--- src/rtl/vga_timing_gen.sv ---
`timescale 1ns/1ps
// VGA raster timing: Col/Row/valid/hsync/vsync registered together on each pixel tick.
// First tick CLK_DIV clocks after reset release presents (0,0); en=0 freezes everything.
module vga_timing_gen #(
    parameter int CLK_DIV  = 2,
    parameter int H_VIS    = 640,
    parameter int H_FP     = 16,
    parameter int H_SYNC   = 96,
    parameter int H_BP     = 48,
    parameter int V_VIS    = 480,
    parameter int V_FP     = 10,
    parameter int V_SYNC   = 2,
    parameter int V_BP     = 33,
    parameter bit SYNC_POL = 1'b0
) (
    input  logic       clk,
    input  logic       rst_n,
    input  logic       en,
    output logic [9:0] Col,
    output logic [9:0] Row,
    output logic       valid,
    output logic       hsync,
    output logic       vsync,
    output logic       pix_tick,
    output logic       frame_start
);

    localparam int H_TOTAL = H_VIS + H_FP + H_SYNC + H_BP;
    localparam int V_TOTAL = V_VIS + V_FP + V_SYNC + V_BP;
    localparam int DIV_W   = (CLK_DIV > 1) ? $clog2(CLK_DIV) : 1;

    localparam logic [DIV_W-1:0] DIV_LAST = DIV_W'(CLK_DIV - 1);
    localparam logic [9:0] H_LAST   = 10'(H_TOTAL - 1);
    localparam logic [9:0] V_LAST   = 10'(V_TOTAL - 1);
    localparam logic [9:0] H_VIS_C  = 10'(H_VIS);
    localparam logic [9:0] V_VIS_C  = 10'(V_VIS);
    localparam logic [9:0] HS_START = 10'(H_VIS + H_FP);
    localparam logic [9:0] HS_END   = 10'(H_VIS + H_FP + H_SYNC - 1);
    localparam logic [9:0] VS_START = 10'(V_VIS + V_FP);
    localparam logic [9:0] VS_END   = 10'(V_VIS + V_FP + V_SYNC - 1);

    logic [DIV_W-1:0] r_div;
    logic [9:0]       r_col_n;
    logic [9:0]       r_row_n;
    logic [9:0]       r_col;
    logic [9:0]       r_row;
    logic             r_valid;
    logic             r_hsync;
    logic             r_vsync;
    logic             r_pix_tick;
    logic             r_frame_start;

    logic             w_tick;
    logic [9:0]       w_col_nxt;
    logic [9:0]       w_row_nxt;
    logic             w_valid;
    logic             w_hs_act;
    logic             w_vs_act;
    logic             w_origin;

    assign w_tick = en && (r_div == DIV_LAST);

    // Decode of the position about to be presented, plus its successor.
    always_comb begin
        w_col_nxt = r_col_n + 10'd1;
        w_row_nxt = r_row_n;
        if (r_col_n == H_LAST) begin
            w_col_nxt = '0;
            w_row_nxt = (r_row_n == V_LAST) ? 10'd0 : r_row_n + 10'd1;
        end
        w_valid  = (r_col_n < H_VIS_C) && (r_row_n < V_VIS_C);
        w_hs_act = (r_col_n >= HS_START) && (r_col_n <= HS_END);
        w_vs_act = (r_row_n >= VS_START) && (r_row_n <= VS_END);
        w_origin = (r_col_n == 10'd0) && (r_row_n == 10'd0);
    end

    always_ff @(posedge clk or negedge rst_n) begin
        if (!rst_n) begin
            r_div         <= '0;
            r_col_n       <= '0;
            r_row_n       <= '0;
            r_col         <= '0;
            r_row         <= '0;
            r_valid       <= 1'b0;
            r_hsync       <= ~SYNC_POL;
            r_vsync       <= ~SYNC_POL;
            r_pix_tick    <= 1'b0;
            r_frame_start <= 1'b0;
        end else begin
            r_pix_tick    <= w_tick;
            r_frame_start <= w_tick && w_origin;
            if (en) begin
                r_div <= w_tick ? '0 : r_div + DIV_W'(1);
            end
            if (w_tick) begin
                r_col   <= r_col_n;
                r_row   <= r_row_n;
                r_valid <= w_valid;
                r_hsync <= w_hs_act ? SYNC_POL : ~SYNC_POL;
                r_vsync <= w_vs_act ? SYNC_POL : ~SYNC_POL;
                r_col_n <= w_col_nxt;
                r_row_n <= w_row_nxt;
            end
        end
    end

    assign Col         = r_col;
    assign Row         = r_row;
    assign valid       = r_valid;
    assign hsync       = r_hsync;
    assign vsync       = r_vsync;
    assign pix_tick    = r_pix_tick;
    assign frame_start = r_frame_start;

endmodule

--- config.mk ---
export PLATFORM = sky130hd
export DESIGN_NAME = vga_timing_gen
export DESIGN_NICKNAME = d
export VERILOG_FILES = /design/src/rtl/vga_timing_gen.sv
export SDC_FILE = /design/constraint.sdc
export NUM_CORES = 1
export LEC_CHECK = 0
export BUFFER_PORTS_ARGS = -buffer_cell sky130_fd_sc_hd__buf_2
export CAP_MARGIN = 20
export CORE_MARGIN = 1.5
export CORE_UTILIZATION = 57
export DETAILED_ROUTE_END_ITERATION = 16
export PLACE_DENSITY = 0.8
export SLEW_MARGIN = 15
export SYNTH_ARGS = -nofsm -noshare
export SYNTH_HDL_FRONTEND = slang
export SYNTH_SLANG_ARGS = --single-unit
--- constraint.sdc ---
create_clock -name clk -period 2.44 [get_ports clk]
set_input_delay 0.732 -clock clk [delete_from_list [all_inputs] [get_ports clk]]
set_output_delay 0.732 -clock clk [all_outputs]
set_load 0.01 [all_outputs]
==> metrics.md, run 1 <==
| Metric | Value |
|---|---|
| Global-route wire length before repair | `6817 um` |
| 1st-iter DRT viols | `78` |
| Top-count cell post-synth | `nand2_1` |
| Die Y | `64.34 um` |
| Clock Latency Late Sink | `0.30 ns` |
| Initial core utilization | `0.5902` |
| Hold Startpoint | `valid$_DFFE_PN0P_` |
| Status | `finished clean` |
| LEAKAGE | `1.202 nW` |
| Vias per cell | `5.316` |
| CTS tree | `built` |
| RSZ-0062 raised after global routing | `no` |
| HP Class | `reg -> reg` |
| Syn Area/Cell | `9.837 um^2` |
| Pre-antenna DRT Iters | `4` |
| Final ANT Viol Nets | `0` |
| Cell count after synthesis | `218` |
| Worst Tran Pin Value | `0.5688 ns` |
| Vias in the first global route | `1494` |
| Die Wd | `64.34 um` |
| Antenna cells | `0` |
| Commonest cells post-synth | `nand2_1, dfrtp_1, o21ai_0` |
| Resized Gates After CTS | `0` |
| Largest net degree at the start of global routing | `47` |
| Final hold vios | `0` |
| FILL cells | `333` |
| Synth Register Bits | `46` |
| PwrDens | `812.4 nW/um^2` |
| Post-route setup TNS | `0 ns` |
| Core area | `3633 um^2` |
| Total global-route track usage | `0.2184` |
| Worst setup EP type | `flop` |
| Final setup fails | `0` |
| Cell breakdown of the critical path | `or2_0 -> or4_4 -> nor4_1 -> xor2_1` |
| Sw frac | `0.3240` |
| Final instance area | `2325 um^2` |
| # rows | `22` |
| Synth Flop Type | `dfrtp_1` |
| Final clock period utilization by the worst path | `0.8342` |
| Post-Layout Cell Count | `294` |
| Net count, final | `252` |
| Time the worst path needs with I/O delays and setup | `2.035 ns` |
| Power share of the clock group | `0.233` |
| I/O Pins | `28` |
| Reg clk slew, reported paths | `0.08 ns` |
| CTS Sinks | `46` |
| RR Startpoint | `r_col_n[6]$_DFFE_PN0P_` |
| Top-area cell type share of the netlist area | `0.5134` |
| Top area cells in the synthesized netlist | `dfrtp_1, nand2_1, o21ai_0` |
| Comb power frac | `0.230` |
| Clock buffer depth | `2` |
| Slew HR | `0.6208` |
| CP required | `2.67 ns` |
| Area growth syn-to-layout | `8.401%` |
| Crit path DAT | `2.26 ns` |
| Routed vias | `1563` |
| Total setup buffers inserted after CTS | `0` |
| Crit path buf inv count | `0` |
| CTS Hold Buffers Added | `0` |
| EDFF count, synth | `0` |
| P_sw | `0.6120 mW` |
| Max-slew violations | `0` |
| CTS Buf Count | `5` |
| Post-synth ARST share | `1.000` |
| Tot Pwr | `1.889 mW` |
| Max-cap viol count | `0` |
| Synth area leader | `dfrtp_1` |
| Layout Skew | `0.004988 ns` |
| Antenna violations before repair | `0` |
| Largest stage delay, worst path | `0.61 ns` |
| CTS root buf | `clkbuf_8` |
| Unique masters post-synth | `39` |
| Placed Cells | `286` |
| Crit-path max FO | `8` |
| Mapped Nets | `225` |
| Peak supply drop | `0.4903 mV` |
| Achievable Freq | `491.3 MHz` |
| Critical Path Source | `r_col_n[6]$_DFFE_PN0P_` |
| Hpwl dp | `2787 um` |
| I/O Buffers | `27` |
| H-tree levels | `2` |
| Setup Crit Path Kind | `reg -> reg` |
| Startpoint types | `flop` |
| GP Congestion | `0.8930` |
| Internal power | `1.277 mW` |
| Detailed Route WL | `3944 um` |
| Synthesized cell area | `2145 um^2` |
| Slowest-stage cell, CP | `or4_4` |
| Drt drc | `0` |
| WHS | `0.4729 ns` |
| Share of cells above drive strength 1 | `0.1789` |
| R2R setup slack | `0.40 ns` |
| Yosys Warn Count | `0` |
| Die Area | `4140 um^2` |
| Total grt overflow | `0` |
| Placed cell areas | `2245 um^2` |
| Seq/Total Area, Yosys | `0.5379` |
| Per-cell routed wire length | `13.41 um` |
| Flop pwr share | `0.538` |
| CP delay by family, top | `simple AND/OR/NAND/NOR gates` |
## state kept, by name, summed over array words and instances, names as in the netlist
name,count
r_div,1
Row,10
hsync,1
pix_tick,1
r_row_n,10
vsync,1
r_col_n,10
valid,1
frame_start,1
Col,10
## through the flow
step / setup slack, ns / utilization
after global routing: 0.2629 / 0.6398
after floorplan: 0.3920 / -
final: 0.4046 / 0.6398
after detailed placement: 0.2995 / 0.6178
after CTS: 0.4175 / 0.6398
after global placement: 0.3478 / 0.6178
## tightest hold or removal path, stage by stage, from the launching register on
cell and delay (ns):
dfrtp_1 0.34, nand2_1 0.05, nand2_1 0.05
## power by group through the flow
stage / logic, mW / registers, mW / clock network [mW]
6_report: 0.434 / 1.02 / 0.440
5_1_grt: 0.502 / 1.04 / 0.485
4_1_cts: 0.442 / 1.02 / 0.451
3_5_place_dp: 0.443 / 1.03 / 0
3_3_place_gp: 0.429 / 1.03 / 0
2_1_floorplan: 0.356 / 1.03 / 0
## worst paths after layout
| path | depth (start not counted) | end |
|---|---|---|
| worst min-delay path | 2 | valid$_DFFE_PN0P_ |
| worst max register to register | 4 | r_row_n[7]$_DFFE_PN0P_ |
| min in group asynchronous | 2 | Col[5]$_DFFE_PN0P_ |
| max in group asynchronous | 2 | Row[5]$_DFFE_PN0P_ |
| worst max-delay path | 4 | r_row_n[7]$_DFFE_PN0P_ |
| worst min register to register | 2 | valid$_DFFE_PN0P_ |
## layer usage
layer | track usage | share of wire
met3 | 0.06338 | 0.056
met1 | 0.2860 | 0.47
met2 | 0.3385 | 0.45
met4 | 0.09574 | 0.018
met5 | 0 | 0
## layout make-up
| cell class | count | area, um^2 | area share |
|---|---|---|---|
| timing repair buffer | 32 | 172.7 | 0.07427 |
| clock buffer | 8 | 80.08 | 0.03445 |
| sequential | 46 | 1154 | 0.4962 |
| inverter | 8 | 30.03 | 0.01292 |
| multi-input combinational | 152 | 828.3 | 0.3563 |
| tap | 48 | 60.06 | 0.02583 |
## logic make-up after synthesis
group,synth area share
AO/OA/AOI/OAI,0.06768
XOR/XNOR,0.04493
adder cells (fa/ha/maj),0.02334
buffers and inverters,0.07584
flip-flops,0.5379
multiplexers,0.004668
AND/OR/NAND/NOR,0.2456
## cells in the final DEF, fill, tap and decap left out, types with 6 or more instances in the layout
cell type / synthesis / routed
nand2_1: 62 / 62
nor3_1: 6 / 6
nand4_1: 6 / 6
nor2_1: 8 / 8
dfrtp_1: 44 / 44
inv_1: 8 / 8
nand3_1: 6 / 6
xor2_1: 8 / 8
o21ai_0: 14 / 14
buf_2: 1 / 27
Note: power is estimated with default switching activity, not from simulation.
==> run 2, diff against run 1 <==
ABC_AREA = 1   (was not set)
CORE_UTILIZATION = 51   (was 57)
PLACE_DENSITY = 0.76   (was 0.8)
clock period = 1.65 ns   (was 2.44 ns; I/O delays follow)
==> metrics.md, run 2 <==
| Metric | Value |
|---|---|
| Detailed Route WL | `4448 um` |
| CP required | `1.88 ns` |
| Post-synth ARST share | `1.000` |
| Synth area leader | `dfrtp_1` |
| Pre-antenna DRT Iters | `4` |
| Unique masters post-synth | `28` |
| HP Class | `in -> async` |
| Cell count after synthesis | `260` |
| # rows | `23` |
| Top area cells in the synthesized netlist | `dfrtp_1, nand2_1, o21ai_1` |
| Post-Layout Cell Count | `347` |
| H-tree levels | `2` |
| Final setup fails | `0` |
| Layout Skew | `0.004963 ns` |
| Syn Area/Cell | `8.359 um^2` |
| Antenna violations before repair | `0` |
| LEAKAGE | `1.227 nW` |
| CTS root buf | `clkbuf_8` |
| CTS Sinks | `46` |
| Commonest cells post-synth | `nand2_1, dfrtp_1, o21ai_1, nor2_1, inv_1` |
| Total global-route track usage | `0.2243` |
| Top-area cell type share of the netlist area | `0.5066` |
| Vias in the first global route | `1654` |
| Worst Tran Pin Value | `0.3545 ns` |
| Total grt overflow | `0` |
| Slew HR | `0.7619` |
| Per-cell routed wire length | `12.82 um` |
| Mapped Nets | `267` |
| CTS Buf Count | `5` |
| GP Congestion | `0.9124` |
| Synthesized cell area | `2173 um^2` |
| Clock Latency Late Sink | `0.31 ns` |
| Clock buffer depth | `2` |
| Most common cell after layout, fill and taps aside | `nand2_1` |
| PwrDens | `1278 nW/um^2` |
| Hpwl dp | `3207 um` |
| Net count, final | `303` |
| R2R setup slack | `0.09 ns` |
| Core area | `4058 um^2` |
| Top-count cell post-synth | `nand2_1` |
| Cell breakdown of the critical path | `ha_1 -> nand3_1 -> clkinv_1 -> nand3_2 -> nor2_4 -> buf_4 -> nand3b_1 -> o21ai_1` |
| Final clock period utilization by the worst path | `0.9435` |
| RSZ-0062 raised after global routing | `yes` |
| Status | `finished clean` |
| Yosys Warn Count | `0` |
| Max-slew violations | `0` |
| Final ANT Viol Nets | `0` |
| Slowest-stage cell, CP | `dfrtp_1` |
| Final instance area | `2526 um^2` |
| Most frequent cells in the layout | `nand2_1, dfrtp_1, o21ai_1` |
| Routed vias | `1825` |
| Crit path DAT | `1.78 ns` |
| Max-cap viol count | `0` |
| Largest net degree at the start of global routing | `47` |
| Seq/Total Area, Yosys | `0.5308` |
| Die Y | `68.28 um` |
| CTS tree | `built` |
| Final hold vios | `0` |
| 1st-iter DRT viols | `145` |
| Area growth syn-to-layout | `16.23%` |
| CTS Hold Buffers Added | `0` |
| I/O Pins | `28` |
| Drt drc | `0` |
| Vias per cell | `5.259` |
| Initial core utilization | `0.5356` |
| Antenna cells | `0` |
| I/O Buffers | `27` |
| EDFF count, synth | `0` |
| Synth Flop Type | `dfrtp_1` |
| Die Area | `4662 um^2` |
| Peak supply drop | `0.5548 mV` |
| Final Util | `0.6226` |
| Placed cell areas | `2382 um^2` |
| Reg clk slew, reported paths | `0.09 ns` |
| Crit-path max FO | `6` |
| Startpoint types | `flop` |
| Achievable Freq | `642.3 MHz` |
| Share of cells above drive strength 1 | `0.2020` |
| Global-route wire length before repair | `7562 um` |
| Worst setup EP type | `flop` |
| Die Wd | `68.28 um` |
| Time the worst path needs with I/O delays and setup | `1.557 ns` |
| Placed Cells | `335` |
| Synth Register Bits | `46` |
| Largest stage delay, worst path | `0.38 ns` |
| Setup Crit Path Kind | `reg -> reg` |
run 2: cell types whose count changed in the layout (fill, tap and decap cells not counted), sizes merged, moves of 4 or more:
cell	previous run	this run
buf	32	36
nor2	8	30
o21ai	14	33
nand3	6	20
inv	8	29
nor4	6	1
run 2: kinds of logic (layout without fill, tap and decap cells):
kind of cell,Yosys count,in the layout,synth area share
AO/OA/AOI/OAI,36,36,0.08463
AND/OR/NAND/NOR,131,131,0.2694
adder cells (fa/ha/maj),4,4,0.02303
buffers and inverters,38,75,0.07196
XOR/XNOR,5,5,0.02015
flip-flops,46,46,0.5308
run 2: per-stage QoR:
stage	hold WS (ns)	setup TNS, ns	power, mW	setup slack (ns)
floorplan	0.1994	0	2.089	0.3258
global placement	0.4639	0	2.378	0.1734
detailed placement	0.4653	0	2.405	0.07752
CTS	0.1600	0	3.256	0.04915
global route	0.1729	-0.03540	3.473	-0.02080
finish	0.1531	0	3.227	0.09318
run 2: cell type report:
| cell class | count | area, um^2 |
|---|---|---|
| fillers | 371 | 1531 |
| flip-flops and latches | 46 | 1154 |
| multi-input cells | 176 | 863.3 |
| repair buffers | 36 | 215.2 |
| inverters | 31 | 117.6 |
| clock buffers | 5 | 68.82 |
| well taps | 50 | 62.56 |
| clock inverters | 3 | 45.04 |
run 2: critical path, delay by kind of cell (launching register included):
family	cells	cell delay, ns
simple gates	4	0.53
flops	1	0.38
buf+inv	2	0.29
fa+ha+maj	1	0.19
compound gates	1	0.09
run 2: final timing paths:
kind / start / to / depth (start not counted)
setup / recovery: r_col_n[0]$_DFFE_PN0P_ / r_row_n[7]$_DFFE_PN0P_ / 8
setup reg to reg: r_col_n[0]$_DFFE_PN0P_ / r_row_n[7]$_DFFE_PN0P_ / 8
min in group clk: en / r_div$_DFFE_PN0P_ / 3
hold / removal: rst_n / Col[8]$_DFFE_PN0P_ / 2
max in group asynchronous: rst_n / vsync$_DFFE_PN1P_ / 2
hold reg to reg: Col[4]$_DFFE_PN0P_ / Col[4]$_DFFE_PN0P_ / 2
run 2: report_power, final:
group          internal (mW)  switching, mW  leakage [nW]  total (mW)
Clock                  0.450          0.396        0.0504       0.846
Combinational          0.310          0.539         0.634       0.849
Sequential              1.37          0.167         0.543        1.53
Total                   2.13           1.10          1.23        3.23
run 2: layer usage:
metal	up-vias	share of wire	GRT usage
li1	913	-	-
met1	856	0.49	0.3118
met2	49	0.44	0.3374
met3	7	0.049	0.05757
met4	0	0.017	0.08250
met5	-	0	0
run 2: repair_timing:
action	4_1_cts	5_1_grt
buffers inserted	0	4
gates resized for setup	0	0
setup endpoints to repair	0	6
